==> config.mk <==
export PLATFORM = sky130hd
export DESIGN_NAME = fanin_rr_merge
export DESIGN_NICKNAME = d
export VERILOG_FILES = /design/src/rtl/fanin_merge_pkg.sv /design/src/rtl/fanin_rr_merge_rr_arbiter.sv /design/src/rtl/fanin_rr_merge.sv
export SDC_FILE = /design/constraint.sdc
export NUM_CORES = 1
export LEC_CHECK = 0
export ABC_AREA = 1
export BUFFER_PORTS_ARGS = -buffer_cell sky130_fd_sc_hd__buf_4
export CORE_ASPECT_RATIO = 0.75
export CORE_MARGIN = 2
export CORE_UTILIZATION = 56
export DETAILED_ROUTE_END_ITERATION = 12
export PLACE_DENSITY = 0.85
export SYNTH_ARGS = -nofsm -noshare
export SYNTH_HDL_FRONTEND = slang
export SYNTH_SLANG_ARGS = --single-unit
==> constraint.sdc <==
create_clock -name iccad_clk -period 6.9 [get_ports iccad_clk]
set_input_delay 0.345 -clock iccad_clk [delete_from_list [all_inputs] [get_ports iccad_clk]]
set_output_delay 0.345 -clock iccad_clk [all_outputs]
set_load 0.05 [all_outputs]
==> src/rtl/fanin_merge_pkg.sv <==
// Shared constants, types and helpers for the round-robin fan-in merge.
// The optional accepted-beat counter is controlled by FANIN_MERGE_CNT_EN.
package fanin_merge_pkg;

    localparam int N_IN_MAX = 16;
    localparam int CNT_W    = 16;

    typedef logic [CNT_W-1:0] xfer_cnt_t;

    // Index width for n entries; a single bit is kept even when n <= 2.
    function automatic int idx_w(input int n);
        return (n > 2) ? $clog2(n) : 1;
    endfunction

endpackage

==> src/rtl/fanin_rr_merge_rr_arbiter.sv <==
// Combinational round-robin arbiter: the first requester found scanning
// from ptr upward (mod N) wins. Priority pointer state lives in the parent.
module rr_arbiter
    import fanin_merge_pkg::*;
#(
    parameter  int N  = 8,
    localparam int IW = idx_w(N)
) (
    input  logic [N-1:0]  req,
    input  logic [IW-1:0] ptr,
    input  logic          en,
    output logic [N-1:0]  gnt,
    output logic [IW-1:0] gnt_idx,
    output logic          any
);

    logic [IW:0] pos;

    always_comb begin
        gnt     = '0;
        gnt_idx = '0;
        any     = 1'b0;
        pos     = '0;
        for (int k = 0; k < N; k++) begin
            // ptr + k is below 2N, so a single subtraction performs the wrap.
            pos = {1'b0, ptr} + (IW+1)'(k);
            if (pos >= (IW+1)'(N))
                pos = pos - (IW+1)'(N);
            if (en && !any && req[pos[IW-1:0]]) begin
                gnt[pos[IW-1:0]] = 1'b1;
                gnt_idx          = pos[IW-1:0];
                any              = 1'b1;
            end
        end
    end

endmodule

==> src/rtl/fanin_rr_merge.sv <==
// N_IN valid/ready sources merged into one registered sink via round-robin.
// Define FANIN_MERGE_CNT_EN to add the saturating xfer_cnt beat counter.
module fanin_rr_merge
    import fanin_merge_pkg::*;
#(
    parameter int N_IN   = 8,
    parameter int DATA_W = 8,
    parameter int IDX_W  = idx_w(N_IN)
) (
    input  logic                     iccad_clk,
    input  logic                     iccad_rst_n,
    input  logic [N_IN-1:0]          in_valid,
    input  logic [N_IN*DATA_W-1:0]   in_data,
    output logic [N_IN-1:0]          in_ready,
    output logic                     out_valid,
    output logic [DATA_W-1:0]        out_data,
    output logic [IDX_W-1:0]         out_src,
    input  logic                     out_ready
`ifdef FANIN_MERGE_CNT_EN
    ,
    output logic [CNT_W-1:0]         xfer_cnt
`endif
);

    // Handshake: a beat moves on a rising edge where valid && ready are both
    // high; producers hold valid and data until then. in_ready is derived
    // from in_valid and output-register occupancy only, never from in_data.

    logic [IDX_W-1:0]  rr_ptr;
    logic [IDX_W-1:0]  gnt_idx;
    logic [N_IN-1:0]   gnt;
    logic              gnt_any;
    logic              can_load;
    logic [DATA_W-1:0] gnt_data;

    assign can_load = !out_valid || out_ready;

    // Reset gates the enable so no source sees ready while held in reset.
    rr_arbiter #(
        .N(N_IN)
    ) u_arb (
        .req     (in_valid),
        .ptr     (rr_ptr),
        .en      (can_load && iccad_rst_n),
        .gnt     (gnt),
        .gnt_idx (gnt_idx),
        .any     (gnt_any)
    );

    assign in_ready = gnt;

    always_comb begin
        gnt_data = '0;
        for (int i = 0; i < N_IN; i++) begin
            if (gnt[i])
                gnt_data = in_data[i*DATA_W +: DATA_W];
        end
    end

    always_ff @(posedge iccad_clk or negedge iccad_rst_n) begin
        if (!iccad_rst_n) begin
            out_valid <= 1'b0;
            out_data  <= '0;
            out_src   <= '0;
            rr_ptr    <= '0;
        end else if (gnt_any) begin
            out_valid <= 1'b1;
            out_data  <= gnt_data;
            out_src   <= gnt_idx;
            rr_ptr    <= (gnt_idx == IDX_W'(N_IN-1)) ? '0 : gnt_idx + IDX_W'(1);
        end else if (out_ready) begin
            out_valid <= 1'b0;
        end
    end

`ifdef FANIN_MERGE_CNT_EN
    always_ff @(posedge iccad_clk or negedge iccad_rst_n) begin
        if (!iccad_rst_n)
            xfer_cnt <= '0;
        else if (out_valid && out_ready && (xfer_cnt != '1))
            xfer_cnt <= xfer_cnt + CNT_W'(1);
    end
`endif

endmodule

# Word level (Yosys, flattened, before mapping)
# Cells that the tools add are included.
# totals
word_cells	161
inputBits	75
output_inout_bits	20
ff_bits	15
# classes
n_eq_ne	1
reduce_logical	34
n_lt_le_gt_ge	24
n_bitwise	7
n_mux	75
add_sub_neg	16
# op_table
op	count
2-to-1 mux 8 bit	16
bitwise OR 8 bit	7
2-to-1 mux 3 bit	17
< comparator 3 x 4 -> 1 bit, second input constant	8
>= comparator 4 bit, second input constant	7
2-to-1 mux 1 bit	26
binary-select mux 1 bit (select 3 bit)	8
demux 1 bit (select 3 bit)	8
>= comparator 3 x 1 -> 1 bit, second input constant	8
logical AND 1 bit	24
subtractor 3 x 1 -> 3 bit, second input constant	8
adder 3 x 3 -> 4 bit, second input constant	4
adder 3 x 2 -> 4 bit, second input constant	2
logical NOT 1 bit	8
adder 3 x 1 -> 4 bit, second input constant	1
>= comparator 3 x 4 -> 1 bit, second input constant	1
adder 3 x 1 -> 3 bit, second input constant	1
== test 3 bit, second input constant	1
nonzero test 2 bit	1
logical OR 1 bit	1

# Depth between registers and ports, before layout
# depth
depth_word	42
depth_mapped	26
ltp_nobuf	23

# Modules after synthesis
# From an unflattened synthesis, not the netlist that was laid out.
# hier_totals
cells_unflattened	535
hier_area_um2	2917.8
# by_module_without_submodules
mod	area_per_inst_um2	seq_area_each_um2	n_inst	cells_per_inst
rr_arbiter	1570.3	0.0	1	304
fanin_rr_merge	1347.5	375.4	1	231

# Worst setup path before layout
# No wires, ideal clock.
# synth_path
path_kind	reg-to-reg
startpoint	reg rr_ptr[0]
endpoint	reg out_data[0]
period_less_slack_ps	3595
t_required_ps	6775
path_buffers	4
arrival_ps	3470
setup_slack_ps	3305
path_stages_with_launch	27
path_cell_list	dfrtp_1 inv_2 buf_1 clkbuf_1 ha_1 buf_2 inv_1 buf_2 nand3_1 nand2_1 nand2_2 nand3_4 inv_2 nand3_1 nand3_1 nor2_1 nand2_1 nor2_1 nand2_1 nand2_1 nand3_2 nand2_1 nand2_1 nand2_1 nand2_1 nand2_1 nand3_1
# synth_via
elab_cells_between_ends	140
# synth_lines
item	line_no	source
start, declared	fanin_rr_merge.sv:29	logic [IDX_W-1:0] rr_ptr;
start signal, assigned	fanin_rr_merge.sv:70	rr_ptr <= (gnt_idx == IDX_W'(N_IN-1)) ? '0 : gnt_idx + IDX_W'(1);
parallel branches: the longest is 33 deep, another holds adder 3 x 1 -> 4 bit	n/a	
2-to-1 mux 8 bit (*)	fanin_rr_merge_rr_arbiter.sv:29	if (en && !any && req[pos[IW-1:0]]) begin
via in_ready[1]	fanin_rr_merge.sv:14	output logic [N_IN-1:0] in_ready,
2-to-1 mux 8 bit (*) (7 in series)	fanin_rr_merge.sv:55	if (gnt[i])
end signal, assigned	fanin_rr_merge.sv:68	out_data <= gnt_data;
end, declared	fanin_rr_merge.sv:16	output logic [DATA_W-1:0] out_data,
# Mark *: on every way through the listed nets, which the timed path passes. The select of a mux whose other input is x is not followed.
# A chain may end at the register's enable or synchronous reset.

# Worst setup path in the final report
# layout_path
startpoint	reg rr_ptr[0]
endpoint	out in_ready[6]
# layout_via
elab_chain_cells	34
elab_cells_between_ends	131
# layout_lines
item	line_no
parallel branches: the longest is 33 deep, another holds adder 3 x 1 -> 4 bit	n/a
2-to-1 mux 8 bit (*)	fanin_rr_merge_rr_arbiter.sv:29
end, declared	fanin_rr_merge.sv:14
# Mark *: on every way between the ends. The select of a mux whose other input is x is not followed.

==> results.json <==
{
  "status": "finished, final reports clean",
  "dp_worst_setup_slack_ps": 2390,
  "r2r_end": "rr_ptr[2]",
  "port_buffers": 94,
  "slew_headroom_pct": 56.7,
  "fin_nets": 623,
  "route.detailed.drc": 0,
  "async_flop_share_pct": 100,
  "dpl.hpwl_um": 7630,
  "drive_gt1_share_pct": 31.7,
  "grt_antenna_before_repair": 0,
  "vias": 3426,
  "max_freq_mhz": 204,
  "met2_usage_pct": 48.4,
  "drt_iter0_drc": 479,
  "critPathRequiredTime_ps": 6550,
  "wl_per_cell_um": 15.9,
  "synth.avg_cell_area_um2": 6.23,
  "first_pass_iters": 6,
  "drv_cap": 0,
  "fp.dieArea_um2": 5640,
  "clock_latency_ps": 240,
  "finalHoldViolations": 0,
  "skew_ps": 0.941,
  "grt-ovfl-total": 0,
  "routed_wl_um": 9510,
  "setup_violations": 0,
  "htreeDepth": 1,
  "synth_top_area_share_pct": 18.8,
  "rows": 22,
  "slew_violations": 0,
  "fp.dieW_um": 86.1,
  "gp_congestion": 1.11,
  "rsz0062_at_grt": "false",
  "timing.rr.start": "rr_ptr[0]",
  "start_util_pct": 58.0,
  "coreArea_um2": 4870,
  "cts_root_buf": "clkbuf_8",
  "diodes": 0,
  "tns_ps": 0,
  "grtUsageMet1_pct": 48.7,
  "rrSetupSlack_ps": 2200,
  "rr_worst_depth": 21,
  "die_h_um": 65.5,
  "vias_per_cell": 5.72,
  "min_path_type": "in -> reg",
  "ctsHoldBuffers": 1,
  "num-fill-cells": 425,
  "crit_path_start_kind": "flip-flop",
  "postCtsSetupRepairBufs": 0,
  "critPathKind": "reg -> out",
  "ctsResizeCount": 0,
  "end_kind": "output port",
  "grt_usage_pct": 33.2,
  "synth.distinct_cells": 43,
  "synth.largest_area_cell": "nand2_1",
  "top_usage_layer": "met1",
  "synth_edf_count": 0,
  "worstHoldStart": "out_ready",
  "syn_to_final_growth_pct": 25.8,
  "grt_pass1_vias": 3068,
  "critPathArrivalTime_ps": 4550,
  "layout_setup_ws_ps": 2010,
  "dp_cells": 594,
  "fin_crit_sh_pct": 70.9,
  "hold_depth": 2,
  "timing.final.crit_period_ps": 4890,
  "cts_sinks": 15,
  "final_antenna_net_count": 0,
  "cts_tree": "built",
  "syn-num-nets": 537,
  "ys_ff_latch": 15,
  "path_clk_slew_ps": 60,
  "grt.met3_usage_pct": 9.67,
  "syn_area_um2": 2830,
  "seq_area_frac_synth_pct": 13.3,
  "yosys_warnings": 0,
  "path_max_fanout": 28,
  "ys.flop_type": "dfrtp_1",
  "layoutNonFillerInstCount": 599,
  "max_slew.worst_pin.slew_ps": 649,
  "grt_pass1_wl_um": 14900,
  "numCtsBuffers": 3,
  "ys_top_cells_by_area": "nand2_1 (19%), dfrtp_1 (13%), nand3_1 (8.3%), a21oi_1 (7.3%), inv_1 (4.8%)",
  "grt_max_degree": 29,
  "clk_path_buf_depth": 2,
  "hold_end": "out_valid",
  "synth_cells": 454,
  "pin_count": 95
}
[critical path, stage by stage, from the launching register on]
cell       delay (ps)
dfrtp_1           760
inv_2             370
ha_1              720
inv_1             320
nand3_1           170
nand2_1           100
nand2_2            70
nand2_2            70
nor2_4            360
nor2_8            120
nand3b_4          170
nor2_1             80
a211oi_2          350
o2111ai_4         330
buf_4             300
[layout make-up]
type	instances	area, um^2	share of cell area [%]
Sequential cell	15	375	10.6
Clock buffer	4	45.0	1.27
Tap cell	60	75.1	2.11
Timing Repair Buffer	95	716	20.1
Inverter	46	185	5.21
Multi-Input combinational cell	379	2160	60.7
[synth_stat cells (2+ instances only)]
master / count
nand2_1: 142
o21ai_1: 3
nand3_4: 4
nor2_2: 6
o22ai_1: 2
ha_1: 8
clkbuf_1: 3
nand3_2: 8
dfrtp_1: 15
nand3_1: 47
o2111ai_4: 3
nand2_2: 13
nand2_4: 9
a21oi_1: 41
a21oi_2: 12
buf_6: 4
o2111ai_1: 2
o21a_1: 2
nor2_1: 28
buf_2: 4
o21ai_0: 9
inv_4: 3
inv_2: 6
nand4_1: 5
nor3_1: 18
inv_1: 36
o211ai_1: 3
nor2_8: 3
[logic make-up after synthesis]
| kind of cell | count (synthesis) | share of synthesized area (%) |
|---|---|---|
| compound gates | 83 | 20.0 |
| fa+ha+maj | 8 | 3.54 |
| buf+inv | 60 | 10.4 |
| flops | 15 | 13.3 |
| simple gates | 288 | 52.8 |
[through the flow]
step,area [um^2],hold slack [ps],util [%]
final,3560,307,73.0
after global placement,3500,204,71.9
after global routing,3560,336,73.0
after floorplan,2830,49.4,-
after CTS,3560,309,73.0
after detailed placement,3500,209,71.9
[registers in the layout, indices dropped and copies added, names as in the netlist]
signal and flops:
out_data 8, out_src 3, out_valid 1, rr_ptr 3
[layout by cell type, fill, tap and decap left out, drive strengths merged, types with 6 or more instances in the layout]
cell type and n:
nand3 59, ha 8, nor2 38, nand4 6
buf 94, o21ai 13, inv 45, dfrtp 15
nor3 18, nand2 164, a21oi 53
[per-layer routing]
metal / wire, um / vias up
met4: 146 / 0
met5: 0 / -
met1: 4030 / 1498
met3: 1360 / 20
met2: 3980 / 228
li1: - / 1680
[worst max-delay path by stage]
| stage | from | end | slack, ps | cells past startpoint |
|---|---|---|---|---|
| 6_report | rr_ptr[0] | in_ready[6] | 2010 | 14 |
| 5_1_grt | rr_ptr[0] | in_ready[6] | 1770 | 14 |
| 4_1_cts | rr_ptr[0] | in_ready[6] | 2200 | 14 |
| 3_5_place_dp | rr_ptr[0] | rr_ptr[2] | 2390 | 21 |
| 3_3_place_gp | rr_ptr[0] | rr_ptr[2] | 2600 | 21 |
| 2_1_floorplan | rr_ptr[0] | out_data[0] | 3300 | 26 |
Power is not shown: default switching activity piles up to over one toggle a cycle in this logic, so the estimate is an artifact.
